==> src/rtl/gpio_int_pkg.sv <==
// Shared types and helpers for the gpio_int interrupt core.
// The default class widths match the register map in m_gpio_int_cfg.
package gpio_int_pkg;

    localparam int SK_W_DEF  = 8;
    localparam int INF_W_DEF = 48;
    localparam int ERR_W_DEF = 40;
    localparam int POP_W     = 64;

    typedef enum logic [1:0] {
        IDLE,
        PULSE,
        GAP
    } irq_state_e;

    function automatic logic [6:0] popcount(input logic [POP_W-1:0] v);
        logic [6:0] n;
        n = '0;
        for (int i = 0; i < POP_W; i++) begin
            n = n + {6'd0, v[i]};
        end
        return n;
    endfunction

endpackage

==> src/rtl/gpio_int_edge_pend.sv <==
// Per-class source edge detector with sticky W1C pending bits.
// Also produces the registered masked-OR level interrupt for the class.
module gpio_int_edge_pend #(
    parameter int W = 8
) (
    input  logic         clk_i,
    input  logic         rst_i,
    input  logic [W-1:0] src_i,
    input  logic [W-1:0] mask_i,
    input  logic         clr_vld_i,
    input  logic [W-1:0] clr_i,
    output logic [W-1:0] pend_o,
    output logic [W-1:0] rise_o,
    output logic         int_o
);

    logic [W-1:0] srcHist_q;
    logic [W-1:0] pend_q;
    logic [W-1:0] pend_d;
    logic [W-1:0] clrEff;
    logic         int_q;

    // A same-cycle rise wins over a clear, so the OR comes last.
    assign rise_o = src_i & ~srcHist_q;
    assign clrEff = clr_vld_i ? clr_i : '0;
    assign pend_d = (pend_q & ~clrEff) | rise_o;

    // History reloads during reset too, so a level held across reset is not an edge.
    always_ff @(posedge clk_i) begin
        srcHist_q <= src_i;
        if (rst_i) begin
            pend_q <= '0;
            int_q  <= 1'b0;
        end else begin
            pend_q <= pend_d;
            int_q  <= |(pend_q & ~mask_i);
        end
    end

    assign pend_o = pend_q;
    assign int_o  = int_q;

endmodule

==> src/rtl/gpio_int_ctrl.sv <==
// Interrupt core of gpio_int: sticky pending per class, level interrupts,
// a paced CPU pulse, the lowest pending error index and an error edge counter.
module gpio_int_ctrl
    import gpio_int_pkg::*;
#(
    parameter int SK_W    = SK_W_DEF,
    parameter int INF_W   = INF_W_DEF,
    parameter int ERR_W   = ERR_W_DEF,
    parameter int IRQ_PW  = 4,
    parameter int IRQ_GAP = 8
) (
    input  logic                     clk_50m,
    input  logic                     rst_50m,
    input  logic [SK_W-1:0]          sh_src,
    input  logic [INF_W-1:0]         info_src,
    input  logic [ERR_W-1:0]         err_src,
    input  logic [SK_W-1:0]          sh_mask,
    input  logic [INF_W-1:0]         info_mask,
    input  logic [ERR_W-1:0]         err_mask,
    input  logic                     clr_vld,
    input  logic [SK_W-1:0]          clr_sh,
    input  logic [INF_W-1:0]         clr_info,
    input  logic [ERR_W-1:0]         clr_err,
    output logic [SK_W-1:0]          pend_sh,
    output logic [INF_W-1:0]         pend_info,
    output logic [ERR_W-1:0]         pend_err,
    output logic                     int_sh,
    output logic                     int_info,
    output logic                     int_err,
    output logic                     irq_pulse,
    output logic [$clog2(ERR_W)-1:0] err_first_idx,
    output logic [15:0]              err_cnt
);

    localparam int IDX_W   = $clog2(ERR_W);
    localparam int CNT_MAX = (IRQ_PW > IRQ_GAP) ? IRQ_PW : IRQ_GAP;
    localparam int CNT_W   = $clog2(CNT_MAX + 1);
    localparam logic [CNT_W-1:0] PW_LOAD  = CNT_W'(IRQ_PW - 1);
    localparam logic [CNT_W-1:0] GAP_LOAD = CNT_W'(IRQ_GAP - 1);

    logic [SK_W-1:0]  riseSh;
    logic [INF_W-1:0] riseInfo;
    logic [ERR_W-1:0] riseErr;
    logic [ERR_W-1:0] errActive;
    logic             newEvt_d;
    logic             newEvt_q;
    irq_state_e       state_q;
    irq_state_e       state_d;
    logic [CNT_W-1:0] cnt_q;
    logic [CNT_W-1:0] cnt_d;
    logic             evtPend_q;
    logic             evtPend_d;
    logic [IDX_W-1:0] firstIdx_d;
    logic [IDX_W-1:0] firstIdx_q;
    logic [6:0]       riseErrCnt;
    logic [16:0]      errSum;
    logic [15:0]      errCnt_d;
    logic [15:0]      errCnt_q;

    gpio_int_edge_pend #(.W(SK_W)) u_sh (
        .clk_i     (clk_50m),
        .rst_i     (rst_50m),
        .src_i     (sh_src),
        .mask_i    (sh_mask),
        .clr_vld_i (clr_vld),
        .clr_i     (clr_sh),
        .pend_o    (pend_sh),
        .rise_o    (riseSh),
        .int_o     (int_sh)
    );

    gpio_int_edge_pend #(.W(INF_W)) u_info (
        .clk_i     (clk_50m),
        .rst_i     (rst_50m),
        .src_i     (info_src),
        .mask_i    (info_mask),
        .clr_vld_i (clr_vld),
        .clr_i     (clr_info),
        .pend_o    (pend_info),
        .rise_o    (riseInfo),
        .int_o     (int_info)
    );

    gpio_int_edge_pend #(.W(ERR_W)) u_err (
        .clk_i     (clk_50m),
        .rst_i     (rst_50m),
        .src_i     (err_src),
        .mask_i    (err_mask),
        .clr_vld_i (clr_vld),
        .clr_i     (clr_err),
        .pend_o    (pend_err),
        .rise_o    (riseErr),
        .int_o     (int_err)
    );

    // Only fresh unmasked edges count as events; unmasking an old pending bit does not.
    assign newEvt_d = (|(riseSh & ~sh_mask)) | (|(riseInfo & ~info_mask)) |
                      (|(riseErr & ~err_mask));

    always_ff @(posedge clk_50m) begin
        if (rst_50m) begin
            newEvt_q  <= 1'b0;
            state_q   <= IDLE;
            cnt_q     <= '0;
            evtPend_q <= 1'b0;
        end else begin
            newEvt_q  <= newEvt_d;
            state_q   <= state_d;
            cnt_q     <= cnt_d;
            evtPend_q <= evtPend_d;
        end
    end

    // Events arriving while a pulse or gap is running merge into one follow-up pulse.
    always_comb begin
        state_d   = state_q;
        cnt_d     = cnt_q;
        evtPend_d = evtPend_q;
        case (state_q)
            IDLE: begin
                if (newEvt_q) begin
                    state_d = PULSE;
                    cnt_d   = PW_LOAD;
                end
            end
            PULSE: begin
                evtPend_d = evtPend_q | newEvt_q;
                if (cnt_q == '0) begin
                    state_d = GAP;
                    cnt_d   = GAP_LOAD;
                end else begin
                    cnt_d = cnt_q - 1'b1;
                end
            end
            GAP: begin
                evtPend_d = evtPend_q | newEvt_q;
                if (cnt_q == '0) begin
                    if (evtPend_q | newEvt_q) begin
                        state_d   = PULSE;
                        cnt_d     = PW_LOAD;
                        evtPend_d = 1'b0;
                    end else begin
                        state_d = IDLE;
                    end
                end else begin
                    cnt_d = cnt_q - 1'b1;
                end
            end
            default: begin
                state_d   = IDLE;
                cnt_d     = '0;
                evtPend_d = 1'b0;
            end
        endcase
    end

    assign irq_pulse = (state_q == PULSE);

    // Scan from the top down so the lowest active index is the last one written.
    assign errActive = pend_err & ~err_mask;

    always_comb begin
        firstIdx_d = '0;
        for (int i = ERR_W - 1; i >= 0; i--) begin
            if (errActive[i]) begin
                firstIdx_d = IDX_W'(i);
            end
        end
    end

    assign riseErrCnt = popcount(POP_W'(riseErr));
    assign errSum     = {1'b0, errCnt_q} + 17'(riseErrCnt);
    assign errCnt_d   = errSum[16] ? 16'hFFFF : errSum[15:0];

    always_ff @(posedge clk_50m) begin
        if (rst_50m) begin
            firstIdx_q <= '0;
            errCnt_q   <= '0;
        end else begin
            firstIdx_q <= firstIdx_d;
            errCnt_q   <= errCnt_d;
        end
    end

    assign err_first_idx = firstIdx_q;
    assign err_cnt       = errCnt_q;

endmodule

==> config.mk <==
export PLATFORM = sky130hd
export DESIGN_NAME = gpio_int_ctrl
export DESIGN_NICKNAME = d
export VERILOG_FILES = /design/src/rtl/gpio_int_pkg.sv /design/src/rtl/gpio_int_edge_pend.sv /design/src/rtl/gpio_int_ctrl.sv
export SDC_FILE = /design/constraint.sdc
export NUM_CORES = 1
export LEC_CHECK = 0
export BUFFER_PORTS_ARGS = -buffer_cell sky130_fd_sc_hd__buf_2
export CAP_MARGIN = 20
export CORE_AREA = 4 4 156 158
export CTS_CLUSTER_SIZE = 8
export DETAILED_ROUTE_END_ITERATION = 10
export DIE_AREA = 0 0 160 162
export PLACE_DENSITY = 0.74
export SETUP_SLACK_MARGIN = 0.2
export SYNTH_ARGS = -nofsm -noshare
export SYNTH_HDL_FRONTEND = slang
export SYNTH_SLANG_ARGS = --single-unit
==> constraint.sdc <==
create_clock -name clk_50m -period 13.2 [get_ports clk_50m]
set_input_delay 0.66 -clock clk_50m [delete_from_list [all_inputs] [get_ports clk_50m]]
set_output_delay 0.66 -clock clk_50m [all_outputs]
set_load 0.02 [all_outputs]
== After elaboration in Yosys (flattened, before gate mapping) ==
Index checks and enable logic that the tools add are counted.
Storage, ports and cells
  memory bits (read-only): 0
  output and inout port bits: 122
  bits of input ports: 291
  RAM bits: 0
  word-level logic and storage cells: 165
  memories kept: 0
  register bits: 225
  bits in latches: 0
Cells by class
  equality and inequality tests: 6
  magnitude comparators: 0
  multipliers: 0
  divide/modulo/power cells: 0
  multiplexer cells: 55
  add/subtract/negate cells: 41
  shift operators: 0
  reductions and logical operators: 16
  bitwise operators: 27
Operators by type and width (number)
  7-bit by 1-bit adder with 7-bit output: 33
  48-bit bitwise AND: 4
  40-bit bitwise AND: 4
  48-bit inverter: 3
  40-bit inverter: 3
  48-bit OR reduction: 2
  5-bit two-way mux: 16
  40-bit OR reduction: 2
  4-bit two-way mux: 12
  48-bit two-way mux: 1
  6-bit two-way mux: 8
  48-bit bitwise OR: 1
  40-bit two-way mux: 1
  40-bit bitwise OR: 1
  33-bit OR reduction: 1
  8-bit bitwise AND: 4
  8-bit inverter: 3
  16-bit by 7-bit adder with 17-bit output: 1
  17-bit OR reduction: 1
  16-bit two-way mux: 1
  8-bit OR reduction: 2
  3-bit two-way mux: 4
  4-bit one-hot mux with 3 select lines: 1
  2-bit two-way mux: 5
  other kinds (26): 31

== Logic depth before layout (Yosys ltp) ==
Gate-level depths: netlist (run 1).
  depth in word-level cells: 43
  gate-level depth with buffers: 20
  depth with buffers taken out: 20

== By module ==
Synthesis (run 1) repeated with hierarchy kept, for this count alone.
Second synthesis, totals
  cell total of the unflattened synthesis: 1270
  area total of the unflattened synthesis: 10560.1 sq um
Modules (own cells, without submodules)
  gpio_int_ctrl: sequential area each 600.6 sq um, area each 3942.5 sq um, times used 1, cells an instance 530
  gpio_int_edge_pend (u_info): sequential area each 1941.9 sq um, area each 3299.4 sq um, times used 1, cells an instance 366
  gpio_int_edge_pend (u_err): sequential area each 1621.6 sq um, area each 2737.6 sq um, times used 1, cells an instance 311
  gpio_int_edge_pend (u_sh): sequential area each 340.3 sq um, area each 580.6 sq um, times used 1, cells an instance 63

== Worst setup path before layout (run 1) ==
Ideal clock, no wire load.
  path type: input port to flip-flop
  from: in err_src[28]
  to: reg errCnt_q[13], in the netlist err_cnt[13]
  buffers on the path: 1
  stages on the path: 20
  library setup time: 0.146 ns
  path slack: 6.366 ns
  data required time: 13.054 ns
  arrival: 6.689 ns
  cell sequence: nor2b_1 -> fa_1 -> inv_1 -> fa_1 -> fa_1 -> inv_1 -> fa_1 -> inv_1 -> fa_1 -> fa_1 -> fa_1 -> inv_1 -> fa_1 -> fa_1 -> a211oi_1 -> o21bai_1 -> o221a_2 -> nand4_1 -> clkbuf_1 -> a311oi_1
On the way
  longest elaborated chain between the ends: 15
RTL lines
  start: declaration: line gpio_int_ctrl.sv:16  | input logic [ERR_W-1:0] err_src,
  40-bit bitwise AND: line gpio_int_edge_pend.sv:24  | assign rise_o = src_i & ~srcHist_q;
  7-bit by 1-bit adder with 7-bit output (12 in series): line gpio_int_pkg.sv:20  | n = n + {6'd0, v[i]};
  16-bit by 7-bit adder with 17-bit output: line gpio_int_ctrl.sv:172  | assign errSum = {1'b0, errCnt_q} + 17'(riseErrCnt);
  16-bit two-way mux: line gpio_int_ctrl.sv:173  | assign errCnt_d = errSum[16] ? 16'hFFFF : errSum[15:0];
  end signal: assignment: line gpio_int_ctrl.sv:181  | errCnt_q <= errCnt_d;
  end: declaration: line gpio_int_ctrl.sv:58  | logic [15:0] errCnt_q;
No other way between the ends.
A chain may end at the register's enable or synchronous reset.

== Worst setup path in the final report (run 1) ==
Same ends and word-level chain as after synthesis.

==> results of run 1 <==
## area by class of cell
| class | instances | area, um^2 |
|---|---|---|
| multi-input cells | 803 | 5070 |
| inverters | 112 | 420 |
| clock buffers | 38 | 887 |
| diodes | 2 | 5.00 |
| repair buffers | 415 | 2090 |
| flip-flops and latches | 225 | 4500 |
| fillers | 2195 | 9750 |
| well taps | 290 | 363 |
| clock inverters | 2 | 38.8 |
## per-stage QoR
stage | utilization | setup slack, ps
finish | 0.579 | 6400
global route | 0.578 | 6030
CTS | 0.578 | 6450
detailed placement | 0.538 | 5940
global placement | 0.538 | 6030
floorplan | - | 6370
## critical path: stages
cell,delay [ps]
buf_2,100
nor2b_1,170
fa_1,570
inv_1,70
fa_1,510
fa_1,510
inv_1,80
fa_1,540
inv_1,50
fa_1,500
fa_1,520
fa_1,550
inv_1,50
fa_1,480
fa_1,490
a211oi_1,250
o21bai_1,160
o221a_2,320
nand4_1,380
a311oi_1,160
## placed cells by master, fill, tap and decap left out, types with 33 or more instances in the layout
master,count
buf_2,410
nor2b_1,140
nand2_1,126
nand2b_1,37
nor2_1,121
fa_1,33
inv_1,112
dfxtp_1,225
clkbuf_16,35
a21oi_1,128
## flip-flops by register name, indices dropped and copies added, names as in the netlist, 2 cells and up
signal            flops
u_err.srcHist_q      40
u_sh.srcHist_q        8
u_err.pend_o         40
u_info.srcHist_q     48
u_info.pend_o        48
cnt_q                 4
state_q               2
err_first_idx         6
err_cnt              16
u_sh.pend_o           8
## cell usage after synthesis (2+ instances only)
library cell / n
xnor2_1: 3
a22o_1: 4
o22ai_1: 14
and3_1: 2
dfxtp_1: 225
buf_1: 6
o211ai_1: 3
o221ai_1: 2
a21o_1: 2
o21ai_0: 16
a221oi_1: 16
clkbuf_1: 21
inv_1: 112
a21oi_1: 128
a22oi_1: 4
a31oi_1: 9
a311oi_1: 2
nand2b_1: 37
nor4_1: 8
a21boi_0: 2
or3_1: 3
xor2_1: 5
a41oi_1: 3
nor3_1: 11
nor2b_1: 140
nand2_1: 126
a211oi_1: 8
nand4_1: 9
fa_1: 33
mux2i_1: 2
and2_1: 14
o21a_1: 4
a2111oi_0: 20
nor2_1: 121
or3b_4: 2
nand3_1: 5
ha_1: 28
## worst paths after layout
path | slack [ps] | end
setup reg to reg | 6410 | err_cnt[13]$_SDFF_PP0_
hold / removal | 280 | u_err.srcHist_q[2]$_DFF_P_
hold reg to reg | 470 | u_err.pend_o[31]$_SDFF_PP0_
setup / recovery | 6400 | err_cnt[13]$_SDFF_PP0_
## routing by layer
metal	vias up	part of all wire	track usage
met5	-	0.0010	0.00947
met4	6	0.026	0.0829
met3	71	0.094	0.0799
met2	477	0.46	0.466
met1	4735	0.42	0.379
li1	4751	-	-
## kinds of logic (layout without fill, tap and decap cells)
kind of cell,count (synthesis),in the layout,share of synthesized area
fa+ha+maj,61,61,0.100
flops,225,225,0.446
other cells,0,2,0
xor+xnor,8,8,0.00694
mux,2,2,0.00198
simple gates,485,485,0.240
buf+inv,139,567,0.0517
compound gates,247,247,0.153
## power groups by stage
| stage | clock [uW] | combinational [uW] | sequential (uW) |
|---|---|---|---|
| after floorplan | 0 | 674 | 813 |
| after global placement | 0 | 949 | 786 |
| after detailed placement | 0 | 962 | 787 |
| after CTS | 791 | 976 | 775 |
| after global routing | 818 | 1110 | 781 |
| final | 781 | 985 | 776 |
==> results.md, run 1 <==
* Outcome: finished, final reports clean
* Reg2Reg Depth at 19
* Netlist cell types at 54
* Average wire per cell in the routed design at 20.7 um
* Die X at 160 um
* Initial core utilization at 0.437
* Net Sw Power at 888 uW
* Antenna-violating nets left at 0
* Via Count at 10000
* Required time reported for the critical path endpoint at 13540 ps
* Root Buffer: clkbuf_16
* Total detailed-routing wirelength at 39100 um
* Slew at the pin closest to its max-slew limit at 1130 ps
* Final critical path time including I/O delays and setup at 6800 ps
* Vias in the first global route at 9912
* Full die area at 0.0259 mm^2
* Arrival time of the worst setup path at 7140 ps
* Clk_skew at 14.5 ps
* Net switching fraction of the power at 0.349
* Max_slew headroom at 0.228
* Yosys top cell area share at 0.446
* Max-cap violations at 0
* Total power at 2540 uW
* Worst skew pair latency at 490 ps
* Main area contributors after synthesis: dfxtp_1 45%, nor2b_1 8.7%, fa_1 6.5%
* Sequential fraction of the synthesis area at 0.446
* Worst R2R Start: u_err.srcHist_q[30]$_DFF_P_
* Setup Viol. Count Final at 0
* Design internal power at 1650 uW
* Largest net degree at the start of global routing at 68
* Placed inst area at 0.0124 mm^2
* Routed vias/inst at 5.32
* CP Class: input port to register
* First-pass GRT wire length at 57500 um
* CTS Buffer Depth at 3
* Count of final max-slew check failures at 0
* Logic pwr share at 0.388
* Count of placed standard cells including taps at 1845
* Count of flip-flops with a built-in enable after synthesis at 0
* Crit path launch type: input port
* Worst setup startpoint: err_src[28]
* Part of the power in registers at 0.305
* Total Routing Usage GR at 0.288
* Maximum frequency from static timing analysis at 0.147 GHz
* Sum of negative setup slack at 0 ps
* Flip-flop and latch count after synthesis at 225
* Commonest register cell after synthesis: dfxtp_1
* Worst hold path depth at 1
* Setup fix buffers added after clock tree synthesis at 0
* Number of top-level pins at 413
* Area delta synth->final at 32.5%
* Maximum fanout count along the critical path at 11
* Number of DRC violations after detailed-routing iteration 0 at 777
* Core area at 0.0231 mm^2
* H-tree levels at 2
* Final worst path period share at 0.515
* Standby leakage power at 0.00656 uW
* Avg Synthesized Cell Area at 8.65 um^2
* Worst IR drop on VDD at 280 uV
* PD cells at 190 mW/mm^2
* Proportion of synthesized flip-flops having asynchronous set or reset at 0
* Layout Nets at 1943
* Hold-fix buffers, CTS at 0
* Detailed-route DRC error count at 0
* Hold Violations, Final at 0
* Post-Layout Inst Area at 0.0134 mm^2
* Number of sinks on the clock net at 225
* Global route overflow at 0
* Placer Congestion at 0.972
* Post-synthesis cell type with the largest combined area: dfxtp_1
* Clock input transition at the sequential cells of the worst setup and hold paths at 50 ps
* Total nets after synthesis at 1519
* Unrepaired setup endpoints after global routing: false
* Clock tree from TritonCTS: yes
* Hold_sp: err_src[2]
* Input/output buffers at 412
* Standard-cell row count at 56
* Initial antenna violation count at 4
* Worst hold path type: input port to register
* Length of the first detailed-routing pass in iterations at 5
* Mapped Cells at 1167
* Worst Hold Slack at 276 ps
* Cell Count, Final, Fillers Out at 1887
* TritonCTS Buffers at 34
* CP Capture Type: register
* Proportion of layout cells with a drive suffix above 1 at 0.287
* Number of resized instances in the post-cts repair step at 0
* Number of warning messages in the yosys log at 0
* Summed instance area of the synthesized netlist at 0.0101 mm^2
* Die outline height at 162 um
* Clock power frac at 0.307
* HPWL reported at the end of detailed placement at 32000 um
Power figures use the tool's default switching activity.
==> run 2: changes to the inputs <==
--- a/config.mk
+++ b/config.mk
@@ -5,13 +5,14 @@
 export SDC_FILE = /design/constraint.sdc
 export NUM_CORES = 1
 export LEC_CHECK = 0
+export ABC_AREA = 1
 export BUFFER_PORTS_ARGS = -buffer_cell sky130_fd_sc_hd__buf_2
 export CAP_MARGIN = 20
-export CORE_AREA = 4 4 156 158
+export CORE_AREA = 4 4 159 161
 export CTS_CLUSTER_SIZE = 8
 export DETAILED_ROUTE_END_ITERATION = 10
-export DIE_AREA = 0 0 160 162
-export PLACE_DENSITY = 0.74
+export DIE_AREA = 0 0 163 165
+export PLACE_DENSITY = 0.72
 export SETUP_SLACK_MARGIN = 0.2
 export SYNTH_ARGS = -nofsm -noshare
 export SYNTH_HDL_FRONTEND = slang
==> constraint.sdc (replaced) <==
create_clock -name clk_50m -period 6.7 [get_ports clk_50m]
set_input_delay 0.335 -clock clk_50m [delete_from_list [all_inputs] [get_ports clk_50m]]
set_output_delay 0.335 -clock clk_50m [all_outputs]
set_load 0.02 [all_outputs]
==> run 2 against run 1 <==
  * Register-to-register slack lost 6000 ps
  * Final area grew 9.4%
  * Core utilization grew 3.2 points
  * Combinational power grew 120%
  * Worst setup slack lost 6000 ps
  * Sequential power grew 97%
  * Sequential share of layout area shrank 2.9 points
  * Sequential cell count is the same
  * Non-clock buffer count grew 107
  * Synthesized cell count grew 14%
  * Critical endpoint is now err_cnt[14]$_SDFF_PP0_
  * Count of clock-buffer cells in the layout shrank 3
==> results.md, run 2 <==
* Outcome: finished, final reports clean
* Clock tree from TritonCTS: yes
* Commonest register cell after synthesis: dfxtp_1
* PD cells at 352 mW/mm^2
* Proportion of synthesized flip-flops having asynchronous set or reset at 0
* Placer Congestion at 0.922
* Detailed-routed wire length on met3 at 2650 um
* Placed inst area at 0.0126 mm^2
* Clock input transition at the sequential cells of the worst setup and hold paths at 50 ps
* Via Count at 10800
* Initial core utilization at 0.425
* Number of sinks on the clock net at 225
* Largest net degree at the start of global routing at 97
* Crit path launch type: input port
* Max_slew headroom at 0.235
* Netlist cell types at 39
* Initial antenna violation count at 6
* First-pass GRT wire length at 53400 um
* Length of the first detailed-routing pass in iterations at 5
* Total Routing Usage GR at 0.249
* Number of DRC violations after detailed-routing iteration 0 at 599
* Number of warning messages in the yosys log at 0
* Total power at 5150 uW
* Proportion of layout cells with a drive suffix above 1 at 0.294
* Total detailed-routing wirelength at 35300 um
* Worst IR drop on VDD at 327 uV
* Number of top-level pins at 413
* Most used standard cell by instance count after synthesis: nand2_1
* Mapped Cells at 1336
* Slew at the pin closest to its max-slew limit at 1150 ps
* Complex-gate fraction of the synthesized area at 0.133
* Unrepaired setup endpoints after global routing: true
* CTS Buffer Depth at 3
* Share of synthesized area spent on multiplexers at 0
* Standard-cell row count at 57
* Flip-flop and latch count after synthesis at 225
* Ranking of synthesized cells by instance count: 357 x nand2_1, 265 x inv_1, 225 x dfxtp_1
* Input/output buffers at 412
* Post-synthesis cell type with the largest combined area: dfxtp_1
* Antenna-violating nets left at 0
* CP Capture Type: register
* H-tree levels at 2
* Global route overflow at 0
* Final critical path time including I/O delays and setup at 6290 ps
* Total nets after synthesis at 1688
* Root Buffer: clkbuf_16
* Final worst path period share at 0.939
* Count of final max-slew check failures at 0
* Total met2 wirelength after detailed routing at 17300 um
* Simple-gate share of the synthesized area at 0.203
* Most common cell after layout, fill and taps aside: buf_2
* Setup Viol. Count Final at 0
* Sequential fraction of the synthesis area at 0.442
* Avg Synthesized Cell Area at 7.63 um^2
* Top layer in use: met5
* Area delta synth->final at 43.5%
* Standby leakage power at 0.00785 uW
* Routed vias/inst at 4.90
* Maximum fanout count along the critical path at 4
* Sum of negative setup slack at 0 ps
* Met1 routed wirelength after detailed routing at 13600 um
* Leading cell types in the layout, fill and taps excluded: 410 x buf_2, 348 x nand2_1, 254 x inv_1
* Summed instance area of the synthesized netlist at 0.0102 mm^2
* HPWL reported at the end of detailed placement at 26700 um
* Die X at 163 um
* Full die area at 0.0269 mm^2
* Vias in the first global route at 10800
* Core occupancy in the finished layout at 0.611
* Average wire per cell in the routed design at 16.0 um
* Arrival time of the worst setup path at 6700 ps
* CP Class: input port to register
* Layout Nets at 2222
* TritonCTS Buffers at 34
* Yosys top cell area share at 0.442
* Fraction of synthesized cell area in xor and xnor cells at 0.00945
* Hold Violations, Final at 0
* Post-Synth Adder-Cell Area at 0.0992
* Die outline height at 165 um
* Clk_skew at 16.8 ps
* Worst skew pair latency at 500 ps
* Count of flip-flops with a built-in enable after synthesis at 0
* Max-cap violations at 0
* Core area at 0.0240 mm^2
* Post-Layout Inst Area at 0.0146 mm^2
* Main area contributors after synthesis: dfxtp_1 44%, nand2_1 13%, inv_1 9.8%
* Combinational family with the most area after synthesis: simple AND/OR/NAND/NOR gates
* Worst hold path type: input port to register
* Detailed-route DRC error count at 0
* Required time reported for the critical path endpoint at 7110 ps
* Maximum frequency from static timing analysis at 0.159 GHz
-- run 2: layout make-up --
type / instances / area, um^2
antenna: 3 / 7.51
clock buffer: 35 / 855
clock inverter: 4 / 42.5
fill: 2117 / 9330
inverter: 285 / 1070
multi-input combinational: 802 / 4610
sequential: 225 / 4510
tap: 324 / 405
timing repair buffer: 522 / 3130
-- run 2: metrics by stage --
step                      cells  setup slack, ps  hold slack, ps
after floorplan            1336              270             363
after global placement     2053             84.2             451
after CTS                  2188              215            84.6
after global routing       2198              165             104
after detailed placement   2053             4.24             453
final                      2200              412             101
-- run 2: cells by family (layout without fill, tap and decap cells) --
group / Yosys count / count (layout)
buffers and inverters: 309 / 846
xor gates and xnor gates: 11 / 11
DFF: 225 / 225
other: 0 / 3
AOI/OAI and AO/OA: 235 / 235
adders and majority gates: 61 / 61
and+or+nand+nor: 495 / 495
-- run 2: layer usage --
layer,up-vias,GRT usage
li1,5235,-
met1,4923,0.282
met2,479,0.440
met3,124,0.0634
met4,10,0.114
met5,-,0
-- run 2: repair_timing --
item,CTS,global route
buffers inserted,0,9
pin swaps,1,33
endpoints found under the hold margin,96,0
endpoints found under the setup margin,15,16
hold buffers,96,0
gates cloned,0,0
resized for setup,3,34
-- run 2: power breakdown --
group / internal, uW / switching [uW]
Combinational: 941 / 1200
Sequential: 1460 / 66.1
Clock: 901 / 582
Total: 3300 / 1840
-- run 2: final timing paths --
path	from	end	slack, ps	cells past startpoint
worst max-delay path	err_src[32]	err_cnt[14]$_SDFF_PP0_	410	25
worst min-delay path	clr_err[14]	u_err.pend_o[14]$_SDFF_PP0_	100	4
worst max register to register	u_err.srcHist_q[20]$_DFF_P_	err_cnt[14]$_SDFF_PP0_	440	24
worst min register to register	cnt_q[1]$_SDFFE_PP0P_	cnt_q[1]$_SDFFE_PP0P_	460	2
-- run 2: worst max-delay path, stage by stage --
cell,delay (ps)
dlygate4sd3_1,540
buf_2,140
inv_2,50
nor2_2,40
fa_1,510
inv_2,40
fa_2,500
fa_1,560
inv_2,40
fa_1,490
inv_2,40
fa_2,530
fa_1,440
fa_1,480
inv_2,70
fa_2,230
fa_2,250
a31oi_4,100
o31ai_1,360
nand3_1,120
nand2_1,140
nand2_1,90
buf_4,150
or3_1,300
a31oi_1,130
==> run 3: changes to the inputs <==
--- a/config.mk
+++ b/config.mk
@@ -8,11 +8,11 @@
 export ABC_AREA = 1
 export BUFFER_PORTS_ARGS = -buffer_cell sky130_fd_sc_hd__buf_2
 export CAP_MARGIN = 20
-export CORE_AREA = 4 4 159 161
+export CORE_AREA = 4 4 157 159
 export CTS_CLUSTER_SIZE = 8
 export DETAILED_ROUTE_END_ITERATION = 10
-export DIE_AREA = 0 0 163 165
-export PLACE_DENSITY = 0.72
+export DIE_AREA = 0 0 161 163
+export PLACE_DENSITY = 0.74
 export SETUP_SLACK_MARGIN = 0.2
 export SYNTH_ARGS = -nofsm -noshare
 export SYNTH_HDL_FRONTEND = slang
==> constraint.sdc (replaced) <==
create_clock -name clk_50m -period 7.35 [get_ports clk_50m]
set_input_delay 0.3675 -clock clk_50m [delete_from_list [all_inputs] [get_ports clk_50m]]
set_output_delay 0.3675 -clock clk_50m [all_outputs]
set_load 0.02 [all_outputs]
==> run 3 against run 2 <==
  * Final area is 1.3% lower
  * Worst hold slack worse by 77 ps
  * Core utilization is 1.0 points higher
  * Sequential share of layout area up 0.41 points
  * Worst setup slack improved by 150 ps
  * Cell count decreased by 0.86%
  * Global-route usage up 0.95 points
  * Critical path depth up 2
  * Sequential cell count unchanged
  * Critical path type unchanged
  * Largest power group unchanged
==> results.md, run 3 (same netlist as run 2, synthesis figures left out) <==
* Routed vias/inst at 4.90
* Clk_skew at 24.4 ps
* HPWL reported at the end of detailed placement at 26600 um
* Worst R2R Start: u_err.srcHist_q[28]$_DFF_P_
* Clock tree from TritonCTS: yes
* Vias in the first global route at 11000
* Count of placed standard cells including taps at 2044
* Max-cap violations at 0
* Initial antenna violation count at 9
* Number of DRC violations after detailed-routing iteration 0 at 730
* Count of final max-slew check failures at 0
* Outcome: finished, final reports clean
* Fillers at 2004
* Area delta synth->final at 41.6%
* Reg2Reg Depth at 26
* Design internal power at 2910 uW
* Full die area at 0.0262 mm^2
* Maximum frequency from static timing analysis at 0.147 GHz
* Antenna-violating nets left at 0
* Core area at 0.0233 mm^2
* Net Sw Power at 1590 uW
* Proportion of layout cells with a drive suffix above 1 at 0.273
* Number of sinks on the clock net at 225
* Worst IR drop on VDD at 201 uV
* Critical path depth at 27
* Slowest Stage Delay on Critical Path at 550 ps
* Critical path buffer and inverter count at 9
* Standby leakage power at 0.00780 uW
* Final critical path time including I/O delays and setup at 6790 ps
* Final worst path period share at 0.924
* Die X at 161 um
* Worst skew pair latency at 500 ps
* Cell Count, Final, Fillers Out at 2181
* First-pass GRT wire length at 54900 um
* Net switching fraction of the power at 0.353
* Capturing point of the worst reg2reg path: err_cnt[15]$_SDFF_PP0_
* Hold Violations, Final at 0
* Most common cell after layout, fill and taps aside: buf_2
* Average wire per cell in the routed design at 16.2 um
* Max_slew headroom at 0.253
* Most frequent CP cell: fa_1
* Length of the first detailed-routing pass in iterations at 5
* Setup Viol. Count Final at 0
* Worst hold path type: input port to register
* Total Routing Usage GR at 0.258
* Placer Congestion at 0.926
* Largest net degree at the start of global routing at 97
* Initial core utilization at 0.438
* Detailed-route DRC error count at 0
* Largest delay contributor family on the critical path: adder cells
* Sum of negative setup slack at 0 ps
* Leading cell types in the layout, fill and taps excluded: 410 x buf_2, 355 x nand2_1, 265 x inv_1
* Timing endpoint of the critical path: err_cnt[15]$_SDFF_PP0_
* Standard-cell row count at 56
* Slew at the pin closest to its max-slew limit at 1120 ps
* Hold_sp: err_src[9]
* Required time reported for the critical path endpoint at 7680 ps
* Via Count at 10700
* Global route overflow at 0
* Worst setup startpoint: err_src[28]
* Maximum fanout count along the critical path at 9
* CP Capture Type: register
* Unrepaired setup endpoints after global routing: false
* CP Class: input port to register
* Internal reg-to-reg setup slack at 780 ps
* Clock power frac at 0.301
* Total detailed-routing wirelength at 35400 um
* PD cells at 311 mW/mm^2
* Input/output buffers at 412
* Arrival time of the worst setup path at 7120 ps
* CTS Buffer Depth at 3
* Crit path launch type: input port
* Layout Nets at 2206
* Part of the power in registers at 0.309
* Max stage delay cell, worst path: dlygate4sd3_1
* Die outline height at 163 um
* Clock input transition at the sequential cells of the worst setup and hold paths at 50 ps
* Number of top-level pins at 413
* Root Buffer: clkbuf_16
* Logic pwr share at 0.390
* Setup fix buffers added after clock tree synthesis at 0
* H-tree levels at 2
* TritonCTS Buffers at 34
## run 3: repair_timing
| item | CTS | global route |
|---|---|---|
| hold buffers | 93 | 0 |
| endpoints found under the hold margin | 93 | 0 |
| setup endpoints to repair | 0 | 15 |
| gates resized for setup | 0 | 6 |
## run 3: how the worst min path moves through the flow
| stage | endpoint | slack [ps] | cells after the start |
|---|---|---|---|
| 2_1_floorplan | u_err.srcHist_q[0]$_DFF_P_ | 400 | 0 |
| 3_3_place_gp | cnt_q[0]$_SDFFE_PP0P_ | 450 | 2 |
| 3_5_place_dp | cnt_q[0]$_SDFFE_PP0P_ | 460 | 2 |
| 4_1_cts | u_err.srcHist_q[7]$_DFF_P_ | 0.7 | 1 |
| 5_1_grt | u_err.srcHist_q[7]$_DFF_P_ | 5 | 1 |
| 6_report | u_err.srcHist_q[9]$_DFF_P_ | 20 | 1 |
## run 3: routing by layer
metal	track usage	vias to the layer above	wire length, um
li1	-	5204	-
met1	0.285	4854	13300
met2	0.465	483	17700
met3	0.0693	129	2790
met4	0.118	8	1580
met5	0	-	51
## run 3: power groups by stage
stage,combinational [uW],clock [uW],sequential [uW]
finish,1750,1350,1390
global route,2010,1430,1400
CTS,1710,1380,1390
detailed placement,1640,0,1410
global placement,1600,0,1410
floorplan,1130,0,1460
## run 3: layout make-up
cell class / instances / area, um^2 / area share
diodes: 5 / 12.5 / 0.000867
clock buffers: 35 / 855 / 0.0592
clock inverters: 4 / 42.5 / 0.00295
inverters: 285 / 1070 / 0.0742
multi-input cells: 802 / 4550 / 0.315
flip-flops and latches: 225 / 4500 / 0.312
well taps: 319 / 399 / 0.0276
repair buffers: 506 / 3010 / 0.208
## run 3: metrics by stage
stage               hold WS (ps)  total power, uW  instance area [um^2]  utilization  setup WS [ps]
floorplan                    395             2600                 10200            -            888
global placement             453             3010                 12600        0.541            380
detailed placement           462             3060                 12600        0.541            274
CTS                        0.732             4470                 14400        0.619            245
global route                5.10             4840                 14400        0.621            246
finish                      23.2             4500                 14400        0.621            562
